`src/rtl/sdram_req_queue.sv`:
```
// Request FIFO and one-at-a-time scheduler in front of sdram_ctrl.
// Paces commands to controller idle plus a fixed post-command gap, and regenerates read-response strobes.
//
// state   | meaning
// IDLE    | wait for a queued request while the controller is idle, then pop it
// ISSUE   | single-cycle wr/rd pulse to the controller
// RD_WAIT | count down to the cycle where o_rd_data is valid
// GAP     | enforced quiet time before the next issue
module sdram_req_queue #(
    parameter int AddrWidth = 22,
    parameter int DataWidth = 16,
    parameter int Depth     = 4,
    parameter int RdLatency = 10,
    parameter int CmdGap    = 12
) (
    input  logic                 i_sys_clk,
    input  logic                 i_rst,
    input  logic                 i_req_valid,
    output logic                 o_req_ready,
    input  logic                 i_req_we,
    input  logic [AddrWidth-1:0] i_req_addr,
    input  logic [DataWidth-1:0] i_req_wdata,
    output logic                 o_rsp_valid,
    output logic [DataWidth-1:0] o_rsp_rdata,
    output logic                 o_wr_req,
    output logic [AddrWidth-1:0] o_wr_addr,
    output logic [DataWidth-1:0] o_wr_data,
    output logic                 o_rd_req,
    output logic [AddrWidth-1:0] o_rd_addr,
    input  logic [DataWidth-1:0] i_rd_data,
    input  logic                 i_ctrl_idle,
    output logic                 o_busy
);

    localparam int PtrW   = $clog2(Depth);
    localparam int CountW = $clog2(Depth + 1);
    localparam int MaxCnt = (RdLatency > CmdGap) ? RdLatency : CmdGap;
    localparam int CntW   = $clog2(MaxCnt + 1);

    typedef enum logic [1:0] {
        IDLE    = 2'd0,
        ISSUE   = 2'd1,
        RD_WAIT = 2'd2,
        GAP     = 2'd3
    } state_t;

    state_t              state, state_next;
    logic [CntW-1:0]     cnt, cnt_next;
    logic [PtrW-1:0]     wr_ptr, rd_ptr;
    logic [CountW-1:0]   count;
    logic                push, pop, rsp_capture;
    logic                issue_we;

    logic                 q_we   [Depth];
    logic [AddrWidth-1:0] q_addr [Depth];
    logic [DataWidth-1:0] q_data [Depth];

    // Ready is held low while reset is asserted so every output reads 0 in reset.
    assign o_req_ready = ~i_rst && (count != CountW'(Depth));
    assign push        = i_req_valid && o_req_ready;
    assign o_busy      = (count != '0) || (state != IDLE);

    always_ff @(posedge i_sys_clk) begin
        if (push) begin
            q_we[wr_ptr]   <= i_req_we;
            q_addr[wr_ptr] <= i_req_addr;
            q_data[wr_ptr] <= i_req_wdata;
        end
    end

    // Pop only ever happens from a registered non-zero count, so a push into
    // an empty queue cannot fall through in the same cycle.
    always_ff @(posedge i_sys_clk or posedge i_rst) begin
        if (i_rst) begin
            wr_ptr <= '0;
            rd_ptr <= '0;
            count  <= '0;
        end else begin
            if (push) wr_ptr <= wr_ptr + PtrW'(1);
            if (pop)  rd_ptr <= rd_ptr + PtrW'(1);
            case ({push, pop})
                2'b10:   count <= count + CountW'(1);
                2'b01:   count <= count - CountW'(1);
                default: count <= count;
            endcase
        end
    end

    always_ff @(posedge i_sys_clk or posedge i_rst) begin
        if (i_rst) begin
            state <= IDLE;
            cnt   <= '0;
        end else begin
            state <= state_next;
            cnt   <= cnt_next;
        end
    end

    always_comb begin
        state_next  = state;
        cnt_next    = cnt;
        pop         = 1'b0;
        rsp_capture = 1'b0;
        o_wr_req    = 1'b0;
        o_rd_req    = 1'b0;
        case (state)
            IDLE: begin
                if ((count != '0) && i_ctrl_idle) begin
                    pop        = 1'b1;
                    state_next = ISSUE;
                end
            end
            ISSUE: begin
                if (issue_we) begin
                    o_wr_req   = 1'b1;
                    state_next = GAP;
                    cnt_next   = CntW'(CmdGap - 1);
                end else begin
                    o_rd_req   = 1'b1;
                    state_next = RD_WAIT;
                    cnt_next   = CntW'(RdLatency - 1);
                end
            end
            RD_WAIT: begin
                // cnt reaches 0 in cycle ISSUE+RdLatency, where read data is valid.
                if (cnt == '0) begin
                    rsp_capture = 1'b1;
                    state_next  = GAP;
                    cnt_next    = CntW'(CmdGap - 1);
                end else begin
                    cnt_next = cnt - CntW'(1);
                end
            end
            GAP: begin
                if (cnt == '0) state_next = IDLE;
                else           cnt_next   = cnt - CntW'(1);
            end
            default: state_next = IDLE;
        endcase
    end

    always_ff @(posedge i_sys_clk or posedge i_rst) begin
        if (i_rst) begin
            issue_we    <= 1'b0;
            o_wr_addr   <= '0;
            o_wr_data   <= '0;
            o_rd_addr   <= '0;
            o_rsp_valid <= 1'b0;
            o_rsp_rdata <= '0;
        end else begin
            o_rsp_valid <= rsp_capture;
            if (rsp_capture) o_rsp_rdata <= i_rd_data;
            if (pop) begin
                issue_we <= q_we[rd_ptr];
                if (q_we[rd_ptr]) begin
                    o_wr_addr <= q_addr[rd_ptr];
                    o_wr_data <= q_data[rd_ptr];
                end else begin
                    o_rd_addr <= q_addr[rd_ptr];
                end
            end
        end
    end

endmodule

```
`config.mk`:
```
export PLATFORM = sky130hd
export DESIGN_NAME = sdram_req_queue
export DESIGN_NICKNAME = d
export VERILOG_FILES = /design/src/rtl/sdram_req_queue.sv
export SDC_FILE = /design/constraint.sdc
export NUM_CORES = 1
export LEC_CHECK = 0
export BUFFER_PORTS_ARGS = -buffer_cell sky130_fd_sc_hd__clkbuf_2
export CAP_MARGIN = 20
export CORE_MARGIN = 1.5
export CORE_UTILIZATION = 25
export CTS_CLUSTER_SIZE = 25
export DETAILED_ROUTE_END_ITERATION = 8
export PLACE_DENSITY = 0.45
export RECOVER_POWER = 100
export SLEW_MARGIN = 30
export SYNTH_ARGS = -nofsm -noshare
export SYNTH_HDL_FRONTEND = slang
export SYNTH_SLANG_ARGS = --single-unit
```
`constraint.sdc`:
```
create_clock -name i_sys_clk -period 3.75 [get_ports i_sys_clk]
set_clock_uncertainty 0.2 [all_clocks]
set_input_delay 1.125 -clock i_sys_clk [delete_from_list [all_inputs] [get_ports i_sys_clk]]
set_output_delay 1.125 -clock i_sys_clk [all_outputs]
set_load 0.005 [all_outputs]
```
* After elaboration in Yosys (flattened, before gate mapping) *
Memory sizes are Yosys's and may differ from the RTL's. A register that Yosys moved wholly into a read port is not among the register bits.
Index checks and enable logic that the tools add are counted.

cells by class
  add/subtract/negate cells = 5
  eq/ne operators = 10
  muxes and demuxes = 20
  bitwise operators = 2
  reduce and logical (&&, ||, !) cells = 14

operators by type and width
  cell                   number
  $pmux W4 S3            1
  $mux W1                11
  $mux W2                4
  $mux W4                2
  $ne A2 B2 Y1 const B   4
  $pmux W2 S4            1
  $eq A2 B2 Y1 const B   3
  $pmux W3 S2            1
  $reduce_and A2 Y1      3
  $reduce_bool A3 Y1     2
  $add A2 B1 Y2 const B  2
  $eq A2 B1 Y1 const B   2
  $logic_not A4 Y1       1
  $reduce_bool A2 Y1     2
  $sub A4 B1 Y4 const B  1
  $add A3 B1 Y3 const B  1
  $logic_and A1 B1 Y1    3
  $ne A3 B3 Y1 const B   1
  $reduce_and A3 Y1      1
  $sub A3 B1 Y3 const B  1
  $logic_not A2 Y1       1
  $not A1 Y1             2
  $logic_or A1 B1 Y1     1

word-level totals
  bits in registers = 75
  RAM bits = 156
  input port bits = 59
  output and inout port bits = 81
  word-level logic and storage cells = 64
  memories kept = 3

memories
  memory  depth  bits a word  rd ports  clocked after Yosys merged registers in  write ports  RTL line  RTL
  q_addr  4      22           1         0                                        1            55        logic [AddrWidth-1:0] q_addr [Depth];
  q_data  4      16           1         1                                        1            56        logic [DataWidth-1:0] q_data [Depth];
  q_we    4      1            1         0                                        1            54        logic q_we [Depth];

* Logic depth before layout (Yosys ltp) *
  depth after elaboration = 6
  gate-level depth with buffers = 11
  depth with buffers taken out = 11

* Worst setup path before layout *
OpenSTA, ideal clock, no wires.

  path kind = in2reg
  start = in i_rst
  end = mem q_addr[0][0] (enable)
  setup time = 0.400 ns
  arrival time = 2.433 ns
  required time = 3.150 ns
  path slack = 0.717 ns
  stages = 2
  buffers on the path = 0
  path through = a21oi_1 > and3_1

between the ends
  word-level cells in the longest chain between the ends = 5

RTL lines
  element                        RTL line  RTL
  start, declared                17        input logic i_rst,
  $not A1 Y1                     59        assign o_req_ready = ~i_rst && (count != CountW'(Depth));
  $logic_and A1 B1 Y1            59
  $logic_and A1 B1 Y1            60        assign push = i_req_valid && o_req_ready;
  $mux W1                        64        if (push) begin
  $mux W1 (not written as such)  66        q_addr[wr_ptr] <= i_req_addr;
  end, declared                  55

No other way between the ends.

* Worst setup path in the final report *
  start = reg state[0]
  end = reg o_wr_addr[18], read port of q_addr

between the ends
  word-level cells in the longest chain between the ends = 3

RTL lines
  element                             RTL line  RTL
  start, declared                     47        state_t state, state_next;
  start signal, assigned              94        state <= state_next;
  $logic_not A2 Y1                    106       case (state)
  $mux W1                             106
  net pop                             51        logic push, pop, rsp_capture;
  $reduce_and A2 Y1 (no source line)  -
  end, declared                       26        output logic [AddrWidth-1:0] o_wr_addr,

The timed path passes the listed nets, and every way through them passes these cells.
A chain may end at the register's enable or synchronous reset.

==> results.cfg <==
[min_path]
hold_end = o_rd_addr[4]$_DFFE_PP0P_
hp-start = o_rd_addr[4]$_DFFE_PP0P_
holdCritPathClass = reg2reg
whs_path_depth = 1

[logic_synthesis]
synthMuxAreaShare = 0.193
async_reset_ff_frac = 0.368
synth_edf_count = 156
synth-seq-cells = 247
syn-num-nets = 525
synth_top_family_by_area = multiplexers
synth_cell_types = 35
ys_seq_area_frac = 0.742
synth-xor-area-share = 0.00653
synth_compound_area_frac = 0.00787
synth_ff_type = edfxtp_1
synthAdderAreaFrac = 0.0168
synth_warnings = 0
synthCells = 454
synth_commonest_cells = edfxtp_1, dfrtp_1, mux2_2
avgSynthCellArea_um2 = 20.7
netlist_top_cells_area = edfxtp_1, dfrtp_1, mux4_2, mux2_2, ha_1
synth_top_area_share = 0.499
synth.most_common_cell = edfxtp_1
yosys.area_share.simple = 0.0156
syn_area_um2 = 9380
synth_top_area_cell = edfxtp_1

[timing]
fin_crit_sh = 0.822
layout_setup_ws_ps = 667
hold_viol = 0
rsz0062_at_grt = false
setup_viol = 0
fmax_mhz = 324
final-max-slew-violation-count = 0
maxSlewHeadroom = 0.0411
worst_pin_slew_ps = 1440
min_period_ps = 3080
tns_ps = 0

[global_routing]
antenna_found_initial = 2
grt_pass1_vias = 5197
grt_usage = 0.108
grt_use_met3 = 0.0294
use_met2 = 0.198
met1_usage = 0.124
grt-ovfl-total = 0
grt_pass1_wl_um = 31400
grt_max_degree = 64
busiest_layer = met2

[worst_setup_path]
cp_data_arrival_time_ps = 3300
cp_cell_sequence = inv_1 > ha_1 > inv_1 > or2_0 > inv_1 > nand2_1 > buf_4 > mux2_1
critical_path_class = reg2reg
crit_path_start_kind = flip-flop
critPathCaptureType = flip-flop
cp_slowest_cell = nand2_1
crit_required_ps = 3970
crit_fanout = 16
cpPeakStageDelay_ps = 540
r2r_end = o_wr_addr[18]$_DFFE_PP0P_
regToRegSetupSlack_ps = 670
reg2regPathDepth = 8
crit_buf_inv = 4
critPathTopFamily = simple AND/OR/NAND/NOR gates
reg2reg_from = state[0]$_DFFE_PP0P_
crit_top_cell = inv_1

[clock_network]
cts_tree = done
ctsHtreeMaxLevel = 1
post_cts_buffers = 0
clk_pin_slew_ps = 60
hold_buffers = 0
cts_root_buf = clkbuf_16
cts_buffer_depth = 3
numClockSinks = 247
cts.repair.resized = 0
cts_inserted_buffers = 28
clk-insertion-delay-late_ps = 540

[layout]
n_antenna_cell = 0
area_growth_pct = 22.6
drive_gt1_frac = 0.352
nets = 689
fillers = 3624

[routing]
drc = 0
drt_iter0_drc = 178
via_per_inst = 4.23
routed_wirelength_um = 20700
vias = 4689
drt_pre_antenna_iters = 4
post_drt_wl_per_cell_um = 18.7
ant_nets = 0

[outcome]
status = complete, no violations

[place]
dp_slack_ps = 635
dp_hpwl_um = 12900
port_buffers = 139
place.gp.congestion = 0.690

[power_and_ir_drop]
switching_share = 0.276
p_comb_frac = 0.251
leakage_nw = 4.28
switchingPower_mw = 2.48
clockPowerShare = 0.322
p_per_area_nw_per_um2 = 783
power.internal_mw = 6.52
irDropWorstVdd_mv = 0.302
seq_power_share = 0.427

[floorplanning]
die-area_um2 = 38700
ios = 140
rows = 70
die_w_um = 197
die_h_um = 197
core-area_um2 = 36800
initial_core_util = 0.255

[flow_run]
cap_violations = 0
-- cell type report --
| class | count | area, µm² | share of cell area |
|---|---|---|---|
| Inverter | 13 | 48.8 | 0.00424 |
| Clock inverter | 15 | 174 | 0.0151 |
| Tap cell | 468 | 586 | 0.0509 |
| Timing Repair Buffer | 151 | 671 | 0.0583 |
| Multi-Input combinational cell | 177 | 2220 | 0.193 |
| Sequential cell | 247 | 6970 | 0.606 |
| Clock buffer | 37 | 838 | 0.0729 |
-- through the flow --
stage	util	std cells	instance area (µm²)	total power [mW]	hold WS, ps
2_1_floorplan	-	454	9380	5.40	263
3_3_place_gp	0.291	1055	10700	6.27	281
3_5_place_dp	0.291	1055	10700	6.37	297
4_1_cts	0.318	1107	11700	9.33	310
5_1_grt	0.313	1108	11500	9.54	316
6_report	0.313	1108	11500	9.01	305
-- per-layer routing --
| metal | wire, µm | vias up |
|---|---|---|
| met4 | 414 | 4 |
| met1 | 8370 | 2434 |
| met2 | 10800 | 114 |
| li1 | - | 2099 |
| met5 | 28 | - |
| met3 | 1070 | 38 |
-- worst max path at each step --
stage                                     from                        end  slack [ps]  depth (start not counted)
after floorplan                          i_rst         cnt[0]$_DFFE_PP0P_          60                          1
after global placement             i_ctrl_idle  o_wr_addr[21]$_DFFE_PP0P_         650                          7
after detailed placement           i_ctrl_idle  o_wr_addr[10]$_DFFE_PP0P_         640                          7
after CTS                 state[0]$_DFFE_PP0P_                     o_busy         730                          4
after global routing      state[0]$_DFFE_PP0P_   o_wr_addr[9]$_DFFE_PP0P_         410                          8
final                     state[0]$_DFFE_PP0P_  o_wr_addr[18]$_DFFE_PP0P_         670                          8
-- cell usage in the layout, fill, tap and decap left out, types with 2 or more instances in the layout --
cell	n
a21oi_1	5
and2_0	3
and3_2	4
buf_4	4
bufinv_16	4
clkbuf_1	90
clkbuf_16	31
clkbuf_2	58
clkbuf_8	4
clkinv_1	3
clkinv_2	7
dfrtp_1	89
edfxtp_1	156
ha_1	11
inv_1	12
mux2_1	10
mux2_2	68
mux2i_1	2
mux4_2	39
nand2_1	6
nor2_1	7
nor3_1	2
o21ai_0	3
xnor2_1	5
xor2_1	2
-- flip-flops by register name, summed over array words and instances, names as in the netlist, 2 cells and up --
signal and flops:
wr_ptr 2, state 2, rd_ptr 2, q_we 4
o_rsp_rdata 16, o_wr_data 16, q_addr 88, count 3
q_data 64, o_rd_addr 22, cnt 4, o_wr_addr 22
-- power groups by stage --
stage | Sequential, mW | Clock (mW) | Combinational, mW
4_1_cts | 3.85 | 3.01 | 2.47
3_3_place_gp | 3.87 | 0 | 2.40
3_5_place_dp | 3.90 | 0 | 2.47
6_report | 3.84 | 2.90 | 2.26
2_1_floorplan | 3.85 | 0 | 1.54
5_1_grt | 3.92 | 3.12 | 2.51
-- cell families after synthesis --
kind of cell | after synthesis
AOI/OAI and AO/OA | 12
xor gates and xnor gates | 7
adders and majority gates | 12
buffers and inverters | 30
DFF | 247
muxes | 119
and+or+nand+nor | 27
Power figures use the tool's default switching activity.
